**src/rtl/isi_hist_writer.sv**
```systemverilog
`default_nettype none
// ============================================================================
// Module   : isi_hist_writer
// Purpose  : Measures inter-spike intervals of chip requests (in tick_low units)
//            and accumulates them as a histogram in an internal RAM.
// Option   : ISI_OVF_BIN_EN - also bin saturated-ISI events into the top bin
// Revision : 1.0 - initial release
// ============================================================================
module isi_hist_writer #(
    parameter int BIT_ISI  = 8,
    parameter int BIT_CNT  = 16,
    parameter int BIT_DROP = 8
) (
    input  logic                clk_main,
    input  logic                rst,
    input  logic                tick_low,
    input  logic                request_z,
    input  logic                clr_hist,
    input  logic                rd_en,
    input  logic [BIT_ISI-1:0]  rd_addr,
    output logic                rd_ready,
    output logic [BIT_CNT-1:0]  rd_data,
    output logic                rd_valid,
    output logic                busy,
    output logic [BIT_DROP-1:0] drop_cnt,
    output logic [BIT_DROP-1:0] ovf_cnt
);

    localparam int                  c_DEPTH    = 2 ** BIT_ISI;
    localparam logic [BIT_ISI-1:0]  c_ISI_MAX  = {BIT_ISI{1'b1}};
    localparam logic [BIT_CNT-1:0]  c_CNT_MAX  = {BIT_CNT{1'b1}};
    localparam logic [BIT_DROP-1:0] c_DROP_MAX = {BIT_DROP{1'b1}};
`ifdef ISI_OVF_BIN_EN
    localparam logic                c_OVF_BIN  = 1'b1;
`else
    localparam logic                c_OVF_BIN  = 1'b0;
`endif

    typedef enum logic [2:0] {
        S_CLR     = 3'd0,
        S_IDLE    = 3'd1,
        S_RMW_RD  = 3'd2,
        S_RMW_WR  = 3'd3,
        S_HRD     = 3'd4,
        S_HRD_OUT = 3'd5
    } state_t;

    state_t               r_state;
    state_t               w_state_nxt;

    logic                 r_sync1;
    logic                 r_sync2;
    logic                 r_sync3;
    logic [BIT_ISI-1:0]   r_isi_cnt;
    logic                 r_armed;
    logic                 r_pending;
    logic [BIT_ISI-1:0]   r_pending_bin;
    logic [BIT_ISI-1:0]   r_clr_addr;
    logic [BIT_ISI-1:0]   r_rd_addr;
    logic [BIT_DROP-1:0]  r_drop_cnt;
    logic [BIT_DROP-1:0]  r_ovf_cnt;
    logic [BIT_CNT-1:0]   r_rd_data;
    logic                 r_rd_valid;
    logic [BIT_CNT-1:0]   r_q;
    logic [BIT_CNT-1:0]   r_mem [c_DEPTH];

    logic                 w_ev;
    logic                 w_isi_sat;
    logic                 w_in_clr;
    logic                 w_idle_free;
    logic                 w_clr_start;
    logic                 w_rd_accept;
    logic                 w_ev_arm;
    logic                 w_ev_meas;
    logic                 w_ev_drop;
    logic                 w_ev_ovf;
    logic                 w_ev_bin;
    logic                 w_ram_we;
    logic [BIT_ISI-1:0]   w_ram_addr;
    logic [BIT_CNT-1:0]   w_ram_wdata;

    // Request is asynchronous to clk_main: two flops to resolve metastability,
    // a third to detect the rising edge.
    always_ff @(posedge clk_main or negedge rst) begin
        if (!rst) begin
            r_sync1 <= 1'b0;
            r_sync2 <= 1'b0;
            r_sync3 <= 1'b0;
        end else begin
            r_sync1 <= request_z;
            r_sync2 <= r_sync1;
            r_sync3 <= r_sync2;
        end
    end

    assign w_ev        = r_sync2 & ~r_sync3;
    assign w_isi_sat   = (r_isi_cnt == c_ISI_MAX);
    assign w_in_clr    = (r_state == S_CLR);
    assign w_idle_free = (r_state == S_IDLE) && !r_pending;
    assign w_clr_start = w_idle_free && clr_hist;
    assign w_rd_accept = w_idle_free && !clr_hist && rd_en;

    // A clear starting this cycle disarms, so a coincident event is not binned.
    assign w_ev_arm  = w_ev && (w_in_clr || !r_armed);
    assign w_ev_meas = w_ev && !w_in_clr && r_armed && !w_clr_start;
    assign w_ev_drop = w_ev_meas && r_pending;
    assign w_ev_ovf  = w_ev_meas && !r_pending && w_isi_sat;
    assign w_ev_bin  = w_ev_meas && !r_pending && (c_OVF_BIN || !w_isi_sat);

    always_ff @(posedge clk_main or negedge rst) begin
        if (!rst) begin
            r_isi_cnt <= '0;
        end else if (w_ev) begin
            r_isi_cnt <= '0;
        end else if (tick_low && !w_isi_sat) begin
            r_isi_cnt <= r_isi_cnt + 1'b1;
        end
    end

    always_ff @(posedge clk_main or negedge rst) begin
        if (!rst) begin
            r_armed       <= 1'b0;
            r_pending     <= 1'b0;
            r_pending_bin <= '0;
        end else begin
            if (w_clr_start) begin
                r_armed <= 1'b0;
            end else if (w_ev_arm) begin
                r_armed <= 1'b1;
            end
            if (w_ev_bin) begin
                r_pending     <= 1'b1;
                r_pending_bin <= r_isi_cnt;
            end else if (r_state == S_RMW_WR) begin
                r_pending     <= 1'b0;
            end
        end
    end

    always_ff @(posedge clk_main or negedge rst) begin
        if (!rst) begin
            r_drop_cnt <= '0;
            r_ovf_cnt  <= '0;
        end else if (w_clr_start) begin
            r_drop_cnt <= '0;
            r_ovf_cnt  <= '0;
        end else begin
            if (w_ev_drop && (r_drop_cnt != c_DROP_MAX)) begin
                r_drop_cnt <= r_drop_cnt + 1'b1;
            end
            if (w_ev_ovf && (r_ovf_cnt != c_DROP_MAX)) begin
                r_ovf_cnt <= r_ovf_cnt + 1'b1;
            end
        end
    end

    always_ff @(posedge clk_main or negedge rst) begin
        if (!rst) begin
            r_state    <= S_CLR;
            r_clr_addr <= '0;
            r_rd_addr  <= '0;
            r_rd_data  <= '0;
            r_rd_valid <= 1'b0;
        end else begin
            r_state    <= w_state_nxt;
            r_rd_valid <= (r_state == S_HRD_OUT);
            if (w_clr_start) begin
                r_clr_addr <= '0;
            end else if (w_in_clr) begin
                r_clr_addr <= r_clr_addr + 1'b1;
            end
            if (w_rd_accept) begin
                r_rd_addr <= rd_addr;
            end
            if (r_state == S_HRD_OUT) begin
                r_rd_data <= r_q;
            end
        end
    end

    always_comb begin
        w_state_nxt = r_state;
        case (r_state)
            S_CLR: begin
                if (r_clr_addr == c_ISI_MAX) begin
                    w_state_nxt = S_IDLE;
                end
            end
            S_IDLE: begin
                if (r_pending) begin
                    w_state_nxt = S_RMW_RD;
                end else if (clr_hist) begin
                    w_state_nxt = S_CLR;
                end else if (rd_en) begin
                    w_state_nxt = S_HRD;
                end
            end
            S_RMW_RD:  w_state_nxt = S_RMW_WR;
            S_RMW_WR:  w_state_nxt = S_IDLE;
            S_HRD:     w_state_nxt = S_HRD_OUT;
            S_HRD_OUT: w_state_nxt = S_IDLE;
            default:   w_state_nxt = S_CLR;
        endcase
    end

    // Single RAM port shared by the clear sweep, the RMW update and host reads.
    always_comb begin
        w_ram_we    = 1'b0;
        w_ram_addr  = r_rd_addr;
        w_ram_wdata = '0;
        case (r_state)
            S_CLR: begin
                w_ram_we   = 1'b1;
                w_ram_addr = r_clr_addr;
            end
            S_RMW_RD: begin
                w_ram_addr = r_pending_bin;
            end
            S_RMW_WR: begin
                w_ram_we    = 1'b1;
                w_ram_addr  = r_pending_bin;
                w_ram_wdata = (r_q == c_CNT_MAX) ? r_q : r_q + 1'b1;
            end
            default: begin
                w_ram_addr = r_rd_addr;
            end
        endcase
    end

    always_ff @(posedge clk_main) begin
        if (w_ram_we) begin
            r_mem[w_ram_addr] <= w_ram_wdata;
        end
        r_q <= r_mem[w_ram_addr];
    end

    assign rd_ready = w_idle_free;
    assign busy     = (r_state != S_IDLE);
    assign rd_data  = r_rd_data;
    assign rd_valid = r_rd_valid;
    assign drop_cnt = r_drop_cnt;
    assign ovf_cnt  = r_ovf_cnt;

endmodule
`default_nettype wire
```
**config.mk**
```make
export PLATFORM = sky130hd
export DESIGN_NAME = isi_hist_writer
export DESIGN_NICKNAME = d
export VERILOG_FILES = /design/src/rtl/isi_hist_writer.sv
export SDC_FILE = /design/constraint.sdc
export NUM_CORES = 2
export LEC_CHECK = 0
export ABC_AREA = 0
export CAP_MARGIN = 10
export CORE_AREA = 2 2 641 643
export CTS_CLUSTER_DIAMETER = 60
export CTS_CLUSTER_SIZE = 40
export DETAILED_ROUTE_END_ITERATION = 8
export DIE_AREA = 0 0 643 645
export MAX_ROUTING_LAYER = met4
export SLEW_MARGIN = 20
export SYNTH_ARGS = -nofsm -noshare
export SYNTH_HDL_FRONTEND = slang
export SYNTH_SLANG_ARGS = --single-unit
```
**constraint.sdc**
```tcl
create_clock -name clk_main -period 16.7 [get_ports clk_main]
set_input_delay 2.505 -clock clk_main [delete_from_list [all_inputs] [get_ports clk_main]]
set_output_delay 2.505 -clock clk_main [all_outputs]
set_load 0.005 [all_outputs]
```
# After elaboration in Yosys (flattened, before gate mapping)
# Memories as Yosys holds them, arrays and structs flattened. A register that Yosys moved wholly into a read port is not among the register bits.
# Index checks and enable logic that the tools add are counted.
totals:
  n_memories: 1
  input_bits: 14
  ramBits: 4096
  reg_bits: 73
  out_inout_bits: 35
  elab_cells: 91
mem_list:
  columns: ["name", "depth", "width", "read_ports", "rd_ports_with_merged_regs", "wr", "line_no", "text"]
  rows:
  - ["r_mem", 256, 16, 1, 1, 1, "65", "logic [BIT_CNT-1:0] r_mem [c_DEPTH];"]
op_classes:
  bitwise_logic: 2
  mux: 23
  eq_ne: 13
  n_reduce_logical: 33
  addsub: 5
op_table:
  columns: ["op", "n"]
  rows:
  - ["2-to-1 mux 8 bit", 8]
  - ["adder 8 x 1 -> 8 bit, second input constant", 4]
  - ["2-to-1 mux 16 bit", 2]
  - ["adder 16 x 1 -> 16 bit, second input constant", 1]
  - ["equality test 16 bit, second input constant", 1]
  - ["equality test 8 bit, second input constant", 2]
  - ["!= test 8 bit, second input constant", 2]
  - ["case mux 8 bit (2 select lines)", 1]
  - ["logical AND 1 bit", 15]
  - ["case mux 3 bit (5 select lines)", 1]
  - ["2-to-1 mux 3 bit", 4]
  - ["nonzero test 2 bit", 6]
  - ["2-to-1 mux 1 bit", 7]
  - ["equality test 3 x 2 -> 1 bit, second input constant", 2]
  - ["equality test 3 bit, second input constant", 2]
  - ["zero test 1 bit", 6]
  - ["OR reduction 2 bit", 3]
  - ["!= test 4 bit, second input constant", 1]
  - ["equality test 3 x 1 -> 1 bit, second input constant", 1]
  - ["zero test 3 bit", 1]
  - ["!= test 3 x 1 -> 1 bit, second input constant", 1]
  - ["!= test 2 x 1 -> 1 bit, second input constant", 1]
  - ["AND reduction 2 bit", 1]
  - ["AND 1 bit", 1]
  - ["2 further kinds", 2]

# Depth between registers and ports, before layout
logic_depth:
  depth_word: 10
  mapped_depth: 18
  depth_no_buf: 10

# Least setup slack after synthesis
# Ideal clock, no wire load.
synth_path:
  path_kind: "reg-to-reg"
  startpoint: "register r_q[3], read port of r_mem"
  endpoint: "memory r_mem[0][8], data pin"
  arrival_time_ps: 12018
  slack_ps: 2436
  stages_incl_launch_ff: 9
  required_ps: 14454
  synth_period_minus_slack_ps: 14264
  path_buffers: 1
  path_cell_list: "dfxtp_1 -> and3_1 -> nand3_1 -> nor2_1 -> and3_1 -> clkbuf_1 -> nand3_1 -> and2_1 -> a211oi_1"
synth_via:
  elab_chain_len: 3
  elab_cells_between_ends: 4
synth_lines:
  columns: ["item", "line_no", "text"]
  rows:
  - ["from (decl)", "64", "logic [BIT_CNT-1:0] r_q;"]
  - ["adder 16 x 1 -> 16 bit / equality test 16 bit (equally long branches)", "222", "w_ram_wdata = (r_q == c_CNT_MAX) ? r_q : r_q + 1'b1;"]
  - ["2-to-1 mux 16 bit *", "222", null]
  - ["2-to-1 mux 16 bit *", "211", "case (r_state)"]
  - ["named net w_ram_wdata[8]", "80", "logic [BIT_CNT-1:0] w_ram_wdata;"]
  - ["to (decl)", "65", null]
# Mark *: on every way through the listed nets, which the timed path passes. The rest lies on a longest branch.

# Final worst setup path
layout_path:
  startpoint: "register r_state[0]"
  endpoint: "register r_q[6], read port of r_mem"
layout_via:
  elab_chain_len: 3
  elab_cells_between_ends: 5
layout_lines:
  columns: ["item", "line_no", "text"]
  rows:
  - ["from (decl)", "48", "state_t r_state;"]
  - ["from (signal assigned)", "165", "r_state <= w_state_nxt;"]
  - ["equality test 3 x 2 -> 1 bit", "211", null]
  - ["OR reduction 2 bit (no line)", null, null]
  - ["case mux 8 bit (2 select lines) *", "211", null]
# Every way passes the cells marked *; elsewhere a longest branch is shown, timed or not.
# A chain may end at the register's enable or synchronous reset.

==> impl_metrics.env <==
export IMPL_clk_insertion_delay_late_ns=0.97
export IMPL_cts_max_level=5
export IMPL_ctsResizeCount=0
export IMPL_synth_edf_count=4096
export IMPL_r2r_start="r_state[0]"
export IMPL_rows=235
export IMPL_syn_area_sq_um=167000
export IMPL_drv_cap=0
export IMPL_synth_largest_area_cell="edfxtp_1"
export IMPL_r2r_end="r_q[6]"
export IMPL_grt_pass1_wl_microns=835000
export IMPL_yosysUniqueCellTypes=79
export IMPL_hold_path_depth=0
export IMPL_tightest_slew_ns=1.47
export IMPL_synth_area_top_cells="edfxtp_1 74%, nand2_1 9.0%, nand3_1 5.3%"
export IMPL_io_buffer_count=48
export IMPL_cp_arrival_ns=8.27
export IMPL_initial_core_util_pct=40.8
export IMPL_rr_worst_depth=13
export IMPL_drive_gt1_share_pct=9.96
export IMPL_synthToLayoutAreaGrowth_pct=11.0
export IMPL_fin_tns_setup_ns=0
export IMPL_finalCriticalPeriod_ns=7.36
export IMPL_holdCritStartpoint="r_sync1"
export IMPL_first_pass_iters=9
export IMPL_routedWlPerCell_microns=32.8
export IMPL_final_area_sq_um=185000
export IMPL_detail_route_iter0_violations=21600
export IMPL_p_comb_share_pct=50.0
export IMPL_cts_sinks=4185
export IMPL_power_share_sequential_pct=31.4
export IMPL_fin_nets=12900
export IMPL_grt_total_usage_pct=29.4
export IMPL_grt_pass1_vias=102000
export IMPL_clk_pin_slew_ns=0.09
export IMPL_hold_viol_final=0
export IMPL_clk_path_buf_depth=4
export IMPL_placed_area_sq_um=175000
export IMPL_synth_async_sr_flop_share_pct=1.74
export IMPL_end_kind="flip-flop"
export IMPL_p_clk_share_pct=18.7
export IMPL_ir_drop_v=0.000230
export IMPL_holdPathEnd="r_sync2"
export IMPL_status="finished clean"
export IMPL_fillers=36300
export IMPL_ant_nets=0
export IMPL_largest_reg_flops=4096
export IMPL_setup_violations=0
export IMPL_setup_worst_path_class="reg2reg"
export IMPL_synth_nets=12900
export IMPL_dpl_hpwl_microns=376000
export IMPL_syn_inst=12900
export IMPL_gp_congestion=1.03
export IMPL_num_vias=114000
export IMPL_grt_overflow_total=0
export IMPL_grt_max_degree=181
export IMPL_synth_seq_cells=4185
export IMPL_regMostFlops="r_mem"
export IMPL_power_density_nw_per_um2=214
export IMPL_sw_frac_of_total_pct=49.3
export IMPL_final_common_cell="edfxtp_1"
export IMPL_antenna_found_initial=62
export IMPL_hold_path_class="reg2reg"
export IMPL_syn_avg_cell_area_sq_um=12.9
export IMPL_relSlewSlack_pct=1.89
export IMPL_rsz0062_at_grt="false"
export IMPL_cts_inserted_buffers=268
export IMPL_coreArea_sq_um=408000
export IMPL_crit_required_ns=17.61
export IMPL_drcViolationCount=0
export IMPL_period_share_pct=44.1
export IMPL_cts_tree="done"
export IMPL_die_x_microns=643
export IMPL_leakage_nw=62.4
export IMPL_die_height_microns=645
export IMPL_dieArea_sq_um=415000
export IMPL_routed_wirelength_microns=609000
export IMPL_skew_ns=0.0753
export IMPL_clockRootBuffer="clkbuf_16"
export IMPL_post_cts_buffers=0
export IMPL_drv_slew=0
export IMPL_via_per_inst=6.11
export IMPL_startpoint_type="flip-flop"
export IMPL_layout_common_cells="4096 x edfxtp_1, 3997 x nand2_1, 1748 x nand3_1"
export IMPL_rrSetupSlack_ns=9.34
export IMPL_io_pin_count=49
export IMPL_synth_top_area_share_pct=73.9
export IMPL_switchingPower_mw=19.5
export IMPL_synth_warnings=0
export IMPL_internal_power_mw=20.0
export IMPL_cp_max_fo=24
export IMPL_synth_main_ff_cell="edfxtp_1"
export IMPL_ys_seq_area_share_pct=75.1
export IMPL_holdBufCountCts=0
export IMPL_fmax_mhz=136
==> cell type report <==
| type | instances | area, sq um | share of cell area, % |
|---|---|---|---|
| inverters | 9 | 33.8 | 0.0183 |
| well taps | 5451 | 6820 | 3.69 |
| multi-input cells | 7826 | 38800 | 21.0 |
| clock inverters | 196 | 2290 | 1.24 |
| flip-flops and latches | 4185 | 125000 | 67.7 |
| repair buffers | 543 | 4630 | 2.51 |
| diodes | 77 | 193 | 0.104 |
| clock buffers | 288 | 6930 | 3.75 |
==> synthesized netlist by cell type, types with 7 or more instances <==
library cell	instances
a32oi_1	48
o311ai_0	7
a221oi_1	23
o21ai_0	46
or3_1	9
nand4_1	154
xor2_1	26
o211ai_1	9
edfxtp_1	4096
buf_1	151
nor2_1	369
a2111oi_0	13
o31ai_1	11
a211oi_1	12
nor2b_1	8
a31oi_1	285
a311oi_1	241
or4_1	9
nand3_1	1748
mux2_2	32
nand3b_1	8
dfxtp_1	16
o22ai_1	20
and3_1	328
buf_2	394
a21oi_1	103
clkbuf_1	315
inv_1	9
mux4_2	23
nor4_1	39
xnor2_1	11
buf_4	8
nor3_1	76
a22oi_1	10
mux2i_1	44
dfrtp_1	73
nand2_1	4015
o2111ai_1	9
o32ai_1	13
a32o_1	7
==> stage by stage <==
| step | std cells | setup slack [ns] | utilization (%) | hold slack, ns | total power, mW |
|---|---|---|---|---|---|
| after floorplan | 12900 | 2.44 | - | 0.331 | 22.9 |
| after global placement | 18000 | 9.06 | 42.9 | 0.348 | 31.4 |
| after detailed placement | 18000 | 10.03 | 43.0 | 0.347 | 31.6 |
| after CTS | 18500 | 9.99 | 45.2 | 0.360 | 38.8 |
| after global routing | 18600 | 9.79 | 45.3 | 0.381 | 40.4 |
| final | 18600 | 9.34 | 45.3 | 0.357 | 39.5 |
==> power by group through the flow <==
stage / sequential (mW) / combinational [mW] / clock (mW)
after global placement: 12.6 / 18.8 / 0
after CTS: 12.4 / 19.0 / 7.38
after detailed placement: 12.6 / 19.0 / 0
after floorplan: 12.7 / 10.2 / 0
final: 12.4 / 19.7 / 7.37
after global routing: 12.4 / 20.3 / 7.73
==> routing by layer <==
layer	vias up	share of wire [%]	GRT usage, %	wire, microns
li1	47100	-	-	-
met1	57000	37	38.4	224000
met4	0	6.9	16.8	42000
met2	8022	42	40.5	257000
met3	1329	14	8.84	86200
met5	-	0	-	0
==> cells by family (layout without fill, tap and decap cells) <==
family,count (synthesis),in the layout,share of synthesized area [%]
XOR/XNOR,37,37,0.195
AO/OA/AOI/OAI,893,893,3.90
buffers and inverters,880,1036,2.31
flip-flops,4185,4185,75.1
other,0,77,0
multiplexers,99,99,0.792
AND/OR/NAND/NOR,6792,6792,17.6
adder cells (fa/ha/maj),5,5,0.0376
==> worst max path at each step <==
stage / from / end / slack (ns)
3_5_place_dp: r_state[0] / r_q[6] / 10.03
2_1_floorplan: r_q[3] / r_mem[0][8] / 2.44
4_1_cts: r_state[0] / r_q[6] / 9.99
6_report: r_state[0] / r_q[6] / 9.34
3_3_place_gp: r_state[2] / r_q[1] / 9.06
5_1_grt: r_state[0] / r_q[6] / 9.79
==> critical path: stages (launching register included) <==
cell and delay (ns):
dfrtp_1 0.63, nor2b_2 0.34, or2_1 0.61, o2bb2ai_4 0.16, buf_4 0.49, buf_4 0.58
buf_4 0.53, nand2_1 0.79, nor2_2 1.09, nand3_1 0.20, nand4_1 0.22, a31oi_1 0.13
a21oi_1 1.15, nand4b_1 0.24
Power figures use the tool's default switching activity.
